## config.mk

```make
export PLATFORM = sky130hd
export DESIGN_NAME = seq_shift_add_multiplier
export DESIGN_NICKNAME = d
export VERILOG_FILES = /design/src/rtl/seq_shift_add_multiplier.sv
export SDC_FILE = /design/constraint.sdc
export NUM_CORES = 1
export LEC_CHECK = 0
export ABC_CLOCK_PERIOD_IN_PS = 2000
export CAP_MARGIN = 20
export CORE_MARGIN = 2
export CORE_UTILIZATION = 45
export DETAILED_ROUTE_END_ITERATION = 10
export PLACE_DENSITY_LB_ADDON = 0.08
export SLEW_MARGIN = 10
export SYNTH_ARGS = -nofsm -noshare
export SYNTH_HDL_FRONTEND = slang
export SYNTH_SLANG_ARGS = --single-unit
export TNS_END_PERCENT = 50
```

## constraint.sdc

```tcl
create_clock -name clk -period 2 [get_ports clk]
set_clock_uncertainty 0.1 [all_clocks]
set_input_delay 0.2 -clock clk [delete_from_list [all_inputs] [get_ports clk]]
set_output_delay 0.2 -clock clk [all_outputs]
set_load 0.01 [all_outputs]
```

## src/rtl/seq_shift_add_multiplier.sv

```systemverilog
// Sequential unsigned N x N shift-add multiplier.
// One partial-product add per clock through an N-bit carry-lookahead adder (cin = 0).
// The adder's carry-out and sum are shifted back into the accumulator.
// A start/busy/done handshake frames each operation.
module seq_shift_add_multiplier #(
  parameter int unsigned N = 4
) (
  input  logic           clk,
  input  logic           rst_n,
  input  logic           start,
  input  logic [N-1:0]   a,
  input  logic [N-1:0]   b,
  output logic           busy,
  output logic           done,
  output logic [2*N-1:0] product
);

  localparam int unsigned CW = $clog2(N) + 1;

  typedef enum logic {StIdle, StRun} state_e;

  state_e           state_q, state_d;
  logic [N-1:0]     mcand_q, mcand_d;
  logic [N-1:0]     acc_hi_q, acc_hi_d;
  logic [N-1:0]     acc_lo_q, acc_lo_d;
  logic [CW-1:0]    count_q, count_d;
  logic             busy_q, busy_d;
  logic             done_q, done_d;
  logic [2*N-1:0]   product_q, product_d;

  // Carry-lookahead adder: acc_hi + mcand + cin
  logic             cin;
  logic [N-1:0]     gen, prop, sum;
  logic [N:0]       carry;
  logic             cout;
  logic [N:0]       t;
  logic [2*N-1:0]   shifted;

  assign cin  = 1'b0;
  assign gen  = acc_hi_q & mcand_q;
  assign prop = acc_hi_q ^ mcand_q;

  // Each carry is a flat sum-of-products over lower generate/propagate terms
  always_comb begin
    logic c, pp;
    c        = 1'b0;
    pp       = 1'b0;
    carry    = '0;
    carry[0] = cin;
    for (int i = 0; i < int'(N); i++) begin
      c  = gen[i];
      pp = prop[i];
      for (int j = i - 1; j >= 0; j--) begin
        c  = c | (pp & gen[j]);
        pp = pp & prop[j];
      end
      carry[i+1] = c | (pp & cin);
    end
  end

  assign sum  = prop ^ carry[N-1:0];
  assign cout = carry[N];

  // One iteration: optionally add, then shift {t, acc_lo} right by one (cout is kept)
  always_comb begin
    t       = acc_lo_q[0] ? {cout, sum} : {1'b0, acc_hi_q};
    shifted = {t, acc_lo_q[N-1:1]};
  end

  // Next-state and datapath control
  always_comb begin
    state_d   = state_q;
    mcand_d   = mcand_q;
    acc_hi_d  = acc_hi_q;
    acc_lo_d  = acc_lo_q;
    count_d   = count_q;
    busy_d    = busy_q;
    done_d    = 1'b0;
    product_d = product_q;
    unique case (state_q)
      StIdle: begin
        if (start) begin
          mcand_d  = a;
          acc_hi_d = '0;
          acc_lo_d = b;
          count_d  = '0;
          busy_d   = 1'b1;
          state_d  = StRun;
        end
      end
      StRun: begin
        {acc_hi_d, acc_lo_d} = shifted;
        count_d              = count_q + CW'(1);
        if (count_q == CW'(N - 1)) begin
          product_d = shifted;
          done_d    = 1'b1;
          busy_d    = 1'b0;
          state_d   = StIdle;
        end
      end
      default: state_d = StIdle;
    endcase
  end

  // State and datapath registers
  always_ff @(posedge clk or negedge rst_n) begin
    if (!rst_n) begin
      state_q   <= StIdle;
      mcand_q   <= '0;
      acc_hi_q  <= '0;
      acc_lo_q  <= '0;
      count_q   <= '0;
      busy_q    <= 1'b0;
      done_q    <= 1'b0;
      product_q <= '0;
    end else begin
      state_q   <= state_d;
      mcand_q   <= mcand_d;
      acc_hi_q  <= acc_hi_d;
      acc_lo_q  <= acc_lo_d;
      count_q   <= count_d;
      busy_q    <= busy_d;
      done_q    <= done_d;
      product_q <= product_d;
    end
  end

  assign busy    = busy_q;
  assign done    = done_q;
  assign product = product_q;

endmodule
```

**Word-level counts from Yosys, hierarchy flattened**

Index checks and enable logic that the tools add are counted.

- Output and inout bits: 10
- Word-level logic and storage cells: 49
- Bits in registers: 26
- Bits of input ports: 11

- Reductions and logical operators: 3
- Eq/ne operators: 3
- Multiplexer cells: 15
- Bitwise gates (word level): 19
- $add $sub $neg: 1

Operators with widths:

| cell | number |
|---|---|
| $pmux 4 s2 | 2 |
| $and 1x1->1 | 9 |
| $mux 4 | 2 |
| $xor 4x4->4 | 2 |
| $mux 1 | 6 |
| $or 1x1->1 | 6 |
| $pmux 3 s2 | 1 |
| $reduce_and 2->1 | 3 |
| $mux 5 | 1 |
| $and 4x4->4 | 1 |
| $pmux 1 s2 | 2 |
| $add 3x1->3 const B | 1 |
| $eq 3x2->1 const B | 1 |
| $mux 3 | 1 |
| $ne 2x1->1 const B | 1 |
| $ne 2x2->1 const B | 1 |
| $not 1->1 | 1 |

**Longest topological paths before layout**

Gate-level depths: netlist of run 1.

- Word-level depth: 7
- Gate-level depth with buffers: 6
- Mapped depth without buffers: 6

**Least setup slack after synthesis of run 1**

OpenSTA, ideal clock, no wires.

- Path type: register to register
- From: register mcand_q[2]
- To: register product_q[6] (netlist: product[6])
- Clock period less this slack: 1.618 ns
- Path buffers: 0
- Required time: 1.831 ns
- Data arrival time: 1.450 ns
- Setup slack: 0.382 ns
- Cell stages (with the launch flop): 5
- Library setup time: 0.069 ns
- Path through: dfrtp_1 -> ha_1 -> and3_1 -> or4_1 -> nand3_1

- Longest elaborated chain between the ends: 6
- Elaborated cells on any way between the ends: 9
- Those cells by class: mux: 1; bitwise: 8

RTL lines:

| element | line | text |
|---|---|---|
| start: declaration | 23 | `logic [N-1:0] mcand_q, mcand_d;` |
| start signal: assignment | 118 | `mcand_q <= mcand_d;` |
| $xor 4x4->4 | 41 | `assign prop = acc_hi_q ^ mcand_q;` |
| $and 1x1->1, on equally long branches | 54, 55 |  |
| $or 1x1->1 or $and 1x1->1 (tied branches) | 54 | `c = c \| (pp & gen[j]);` |
| $or 1x1->1 (*) | 54 |  |
| $xor 4x4->4 (*) | 61 | `assign sum = prop ^ carry[N-1:0];` |
| $mux 5 (*) | 66 | `t = acc_lo_q[0] ? {cout, sum} : {1'b0, acc_hi_q};` |
| end signal: assignment | 124 | `product_q <= product_d;` |
| end: declaration | 29 | `logic [2*N-1:0] product_q, product_d;` |

Mark *: on every way between the ends. The rest lies on a longest branch, timed or not.
A chain may end at the register's enable or synchronous reset.

**Final worst setup path of run 1**

- From: register acc_hi_q[2]
- To: register product_q[6] (netlist: product[6])

- Longest elaborated chain between the ends: 6
- Elaborated cells on any way between the ends: 9
- Those cells by class: mux: 1; bitwise: 8

RTL lines:

| element | line | text |
|---|---|---|
| start: declaration | 24 | `logic [N-1:0] acc_hi_q, acc_hi_d;` |
| start signal: assignment | 119 | `acc_hi_q <= acc_hi_d;` |
| $xor 4x4->4 | 41 |  |
| $and 1x1->1, on equally long branches | 54, 55 |  |
| $or 1x1->1 or $and 1x1->1 (tied branches) | 54 |  |
| $or 1x1->1 (*) | 54 |  |
| $xor 4x4->4 (*) | 61 |  |
| $mux 5 (*) | 66 |  |

Marks and branches as above.

==> flow_summary.yaml, run 1 <==
critical_path:
  crit_required_ns: 2.19
  path_class: "flop to flop"
  arrival_ns: 1.93
  worstPathMaxFanout: 5
  end_kind: "flop"
  cp-start-kind: "flop"
synthesis:
  avgSynthCellArea_sq_um: 11.3
  synth_warnings: 0
  synth_seq_area_share: 0.528
  synth_flop_cell: "dfrtp_1"
  syn_inst: 109
  synth_most_common_cell: "dfrtp_1"
  synthTopCellsByCount: "dfrtp_1, nand2_1, mux2i_1, o21ai_0, mux2_2"
  synth.distinct_cells: 26
  syn_area_sq_um: 1230
  synth_top_area_frac: 0.528
  synthArstFlopShare: 1.00
  synth-edff-count: 0
  synth.net_count: 127
  synth_area_leader_cell: "dfrtp_1"
  ys_seq_elements: 26
  ys_top_cells_by_area: "dfrtp_1, mux2i_1, mux2_2, ha_1, o21ai_0"
power_and_ir_drop:
  power_switching_w: 0.000864
  p_leak_nw: 0.701
  clockPowerShare: 0.154
  intPower_w: 0.00153
  ir_worst_vdd_uv: 981
  seqPwrFrac: 0.403
  pwr-share-comb: 0.442
  netSwitchingFraction: 0.360
  cellPowerDensity_nw_per_um2: 1580
route:
  drcViolationCount: 0
  wirelength_um: 2390
  vias: 868
  detail-route-antenna-nets: 0
  firstDrtPassIters: 4
  vias_per_cell: 5.39
  drtIter0Drc: 10
  routedWlPerCell_um: 14.8
global_route:
  grt_usage: 0.172
  antenna_found_initial: 0
  grt_overflow: 0
  grt_pass1_wl_um: 4240
  grt_pass1_vias: 878
  grt_max_degree: 27
placed_design:
  port_buffers: 20
  place_congestion: 0.798
  hpwl_um: 1650
flow_run:
  drv_cap: 0
clock_tree:
  postCtsSetupRepairBufs: 0
  htree_levels: 1
  numCtsBuffers: 3
  cts_tree: "built"
  cts_root_buf: "clkbuf_4"
  cts.sinks: 26
  ctsHoldBuffers: 0
  clock_latency_ns: 0.33
  ctsResizeCount: 0
  clk_pin_slew_ns: 0.15
  ctsLongestPathBuffers: 2
layout:
  multiInputGateArea_sq_um: 534
  regArea_sq_um: 651
  fill_cells: 215
  drive_gt1_frac: 0.130
  diodes: 0
  post-route-util: 0.596
  area_growth_pct: 23.2
  nNetsFinal: 150
timing:
  final.setup.tns_ns: 0
  fmax_mhz: 574
  period_needed_ns: 1.74
  rsz0062_at_grt: "no"
  finalHoldViolCount: 0
  post-route-period-util: 0.871
  slew_viol_final: 0
  tightest_slew_ns: 0.429
  finalSetupViolations: 0
  slew_headroom: 0.714
floorplanning:
  die_w_um: 56.3
  num_rows: 18
  dieArea_sq_um: 3170
  io_pins: 21
  die_h_um: 56.3
  start_util: 0.484
  core_area_sq_um: 2540
hold_path:
  hold_path_class: "input port to asynchronous set/reset pin"
outcome:
  outcome: "finished clean"
[power by group through the flow]
stage | combinational [W] | clock [W] | sequential (W)
after global placement | 0.00103 | 0 | 0.000975
after global routing | 0.00120 | 0.000396 | 0.00101
after detailed placement | 0.00105 | 0 | 0.000978
after floorplan | 0.000702 | 0 | 0.000954
final | 0.00106 | 0.000370 | 0.000967
after CTS | 0.00107 | 0.000376 | 0.000968
[sequential cells by signal (all words and copies together) (netlist names)]
| register | count |
|---|---|
| product | 8 |
| acc_hi_q | 4 |
| acc_lo_q | 4 |
| mcand_q | 4 |
| count_q | 3 |
| busy | 1 |
| done | 1 |
| state_q | 1 |
[cell families (layout without fill, tap and decap cells)]
kind of cell / Yosys count / count (layout) / share of synthesized area
simple gates: 28 / 28 / 0.110
flops: 26 / 26 / 0.528
compound gates: 21 / 21 / 0.103
mux: 16 / 16 / 0.137
buf+inv: 10 / 32 / 0.0376
fa+ha+maj: 7 / 7 / 0.0772
xor+xnor: 1 / 1 / 0.00712
[layout by cell type, fill, tap and decap left out, types with 3 or more instances in the layout]
master	instances
o22ai_1	3
mux2i_1	9
buf_4	3
dfrtp_1	26
nand2_1	11
nor2b_1	4
clkbuf_4	3
nand3_1	3
nor2_1	5
clkdlybuf4s50_1	20
mux2_2	7
a21oi_1	4
o21ai_0	9
inv_1	4
ha_1	6
[worst max-delay path, cell delays in order (launching register included)]
cell	delay, ns
dfrtp_1	0.43
ha_1	0.33
and3_1	0.23
or4_1	0.51
nand3_1	0.09
[routing by layer]
layer  track usage  vias up  routed length, um
met3        0.0599        2                114
met4        0.0408        0                 15
met1         0.244      422               1200
li1              -      423                  -
met5             0        -                  0
met2         0.254       21               1060
[worst paths after layout]
check / slack, ns / start / endpoint / cells past startpoint
worst max-delay path: 0.26 / acc_hi_q[2] / product[6] / 4
worst min-delay path: 0.10 / rst_n / state_q / 2
worst max register to register: 0.26 / acc_hi_q[2] / product[6] / 4
worst min register to register: 0.40 / count_q[0] / count_q[0] / 1
max in group asynchronous: 1.44 / rst_n / mcand_q[0] / 2
min in group clk: 0.37 / a[0] / mcand_q[0] / 2
[through the flow]
| step | setup slack, ns | instances | total power [W] | hold WS [ns] | cell area [sq um] |
|---|---|---|---|---|---|
| final | 0.257 | 161 | 0.00240 | 0.104 | 1520 |
| after global routing | 0.147 | 161 | 0.00261 | 0.117 | 1520 |
| after CTS | 0.255 | 161 | 0.00241 | 0.113 | 1520 |
| after detailed placement | 0.290 | 157 | 0.00203 | 0.381 | 1460 |
| after global placement | 0.306 | 157 | 0.00201 | 0.373 | 1460 |
| after floorplan | 0.382 | 109 | 0.00166 | -0.196 | 1230 |
[final cells by class]
class,instances,area share
Sequential cell,26,0.429
Multi-Input combinational cell,73,0.352
Timing Repair Buffer,23,0.147
Tap cell,30,0.0248
Clock inverter,1,0.0198
Clock buffer,3,0.0149
Inverter,5,0.0124
No activity file was read; power rests on OpenSTA's default activity.
==> inputs of run 2 (changes only) <==
Settings changed: ABC_CLOCK_PERIOD_IN_PS 2000 to unset, DONT_BUFFER_PORTS set to 1, TNS_END_PERCENT 50 to 100.
==> flow_summary.yaml, run 2 (synthesized netlist as in run 1, its figures left out) <==
power_and_ir_drop:
  ir_worst_vdd_uv: 932
  seqPwrFrac: 0.490
  netSwitchingFraction: 0.385
  p_leak_nw: 0.664
  clockPowerShare: 0.125
  intPower_w: 0.00131
  pwr-share-comb: 0.385
  power_switching_w: 0.000819
  power_w: 0.00212
  cellPowerDensity_nw_per_um2: 1500
critical_path:
  worstPathMaxFanout: 5
  slowest_delay_ns: 0.51
  cp-start-kind: "flop"
  ff2ff_path_depth: 4
  worst-path-buf-inv: 0
  path_class: "flop to flop"
  crit_required_ns: 2.17
  end_kind: "flop"
  r2r_slack_ns: 0.27
  reg2reg_from: "acc_hi_q[2]"
  worstPathCellList: "ha_1, and3_1, or4_1, nand3_1"
  arrival_ns: 1.90
  critPathSlowestCell: "or4_1"
  critPathTopFamily: "simple AND/OR/NAND/NOR gates"
  reg2reg_to: "product[6]"
route:
  vias: 831
  firstDrtPassIters: 4
  routedWlPerCell_um: 15.1
  wirelength_um: 2270
  drcViolationCount: 0
  drtIter0Drc: 14
  vias_per_cell: 5.50
  detail-route-antenna-nets: 0
layout:
  area_growth_pct: 14.7
  drive_gt1_frac: 0.140
  largest_reg_flops: 8
  diodes: 0
  layout_commonest_cell: "dfrtp_1"
  final_cell_mix: "dfrtp_1, nand2_1, dlygate4sd3_1, mux2i_1, o21ai_0"
  nNetsFinal: 140
flow_run:
  drv_cap: 0
timing:
  fmax_mhz: 578
  final.setup.tns_ns: 0
  rsz0062_at_grt: "no"
  finalHoldViolCount: 0
  post-route-period-util: 0.865
  tightest_slew_ns: 0.445
  finalSetupViolations: 0
  slew_headroom: 0.703
  period_needed_ns: 1.73
  slew_viol_final: 0
global_route:
  grt_usage: 0.159
  antenna_found_initial: 0
  grt_pass1_vias: 836
  grt_pass1_wl_um: 3890
  grt_max_degree: 27
  grt_overflow: 0
clock_tree:
  clock_latency_ns: 0.32
  postCtsSetupRepairBufs: 0
  ctsResizeCount: 0
  clk_pin_slew_ns: 0.14
  numCtsBuffers: 3
  ctsHoldBuffers: 11
  cts_tree: "built"
  cts_root_buf: "clkbuf_4"
  htree_levels: 1
  ctsLongestPathBuffers: 2
  cts.sinks: 26
floorplanning:
  num_rows: 18
  dieArea_sq_um: 3170
  io_pins: 21
  die_h_um: 56.3
  start_util: 0.484
  core_area_sq_um: 2540
  die_w_um: 56.3
placed_design:
  port_buffers: 0
  hpwl_um: 1540
  place_congestion: 0.770
hold_path:
  hp-start: "start"
  min_to: "acc_hi_q[3]"
  min_path_cells: 3
  hold_path_class: "input port to flop"
outcome:
  outcome: "finished clean"
==> run 2: tightest hold or removal path, delay by kind of cell <==
family	cells	cell delay, ns
AOI/OAI and AO/OA	1	0.06
and+or+nand+nor	1	0.02
muxes	1	0.13
==> run 2: metal layers <==
layer	GRT usage	vias up	wire length (um)
li1	-	408	-
met1	0.220	399	1140
met2	0.245	20	995
met3	0.0276	4	105
met4	0.0714	0	35
met5	0	-	0
==> run 2: worst max-delay path by stage <==
| stage | from | endpoint | slack (ns) | depth (start not counted) |
|---|---|---|---|---|
| floorplan | mcand_q[2] | product[6] | 0.38 | 4 |
| global placement | acc_hi_q[2] | product[6] | 0.30 | 4 |
| detailed placement | acc_hi_q[2] | product[6] | 0.28 | 4 |
| CTS | acc_hi_q[2] | product[6] | 0.26 | 4 |
| global route | count_q[0] | product[6] | 0.17 | 5 |
| finish | acc_hi_q[2] | product[6] | 0.27 | 4 |
==> run 2: per-stage QoR <==
step | hold WS [ns] | utilization | worst slack, ns | cell area, sq um | instances
floorplan | -0.196 | - | 0.382 | 1230 | 109
global placement | -0.195 | 0.494 | 0.305 | 1260 | 136
detailed placement | -0.195 | 0.494 | 0.283 | 1260 | 136
CTS | 0.0169 | 0.555 | 0.258 | 1410 | 151
global route | 0.0393 | 0.555 | 0.168 | 1410 | 151
finish | 0.0221 | 0.555 | 0.270 | 1410 | 151
==> run 2: power by group through the flow <==
stage                     sequential (W)  clock [W]  combinational [W]
after floorplan                 0.000954          0           0.000702
after global placement           0.00105          0           0.000772
after detailed placement         0.00105          0           0.000792
after CTS                        0.00104   0.000274           0.000831
after global routing             0.00108   0.000286           0.000938
final                            0.00104   0.000265           0.000818
==> run 2: area by class of cell <==
class / instances / area [sq um]
inverter: 5 / 18.8
sequential: 26 / 651
multi-input combinational: 73 / 534
tap: 30 / 37.5
timing repair buffer: 13 / 135
fill: 225 / 1130
clock buffer: 4 / 36.3
==> inputs of run 3 (changes only) <==
Settings changed: CTS_BUF_LIST set to sky130_fd_sc_hd__clkbuf_2 sky130_fd_sc_hd__clkbuf_4 sky130_fd_sc_hd__clkbuf_8.
==> results of run 3 <==
The final DEF is identical to that of run 2; final timing and power are the same.
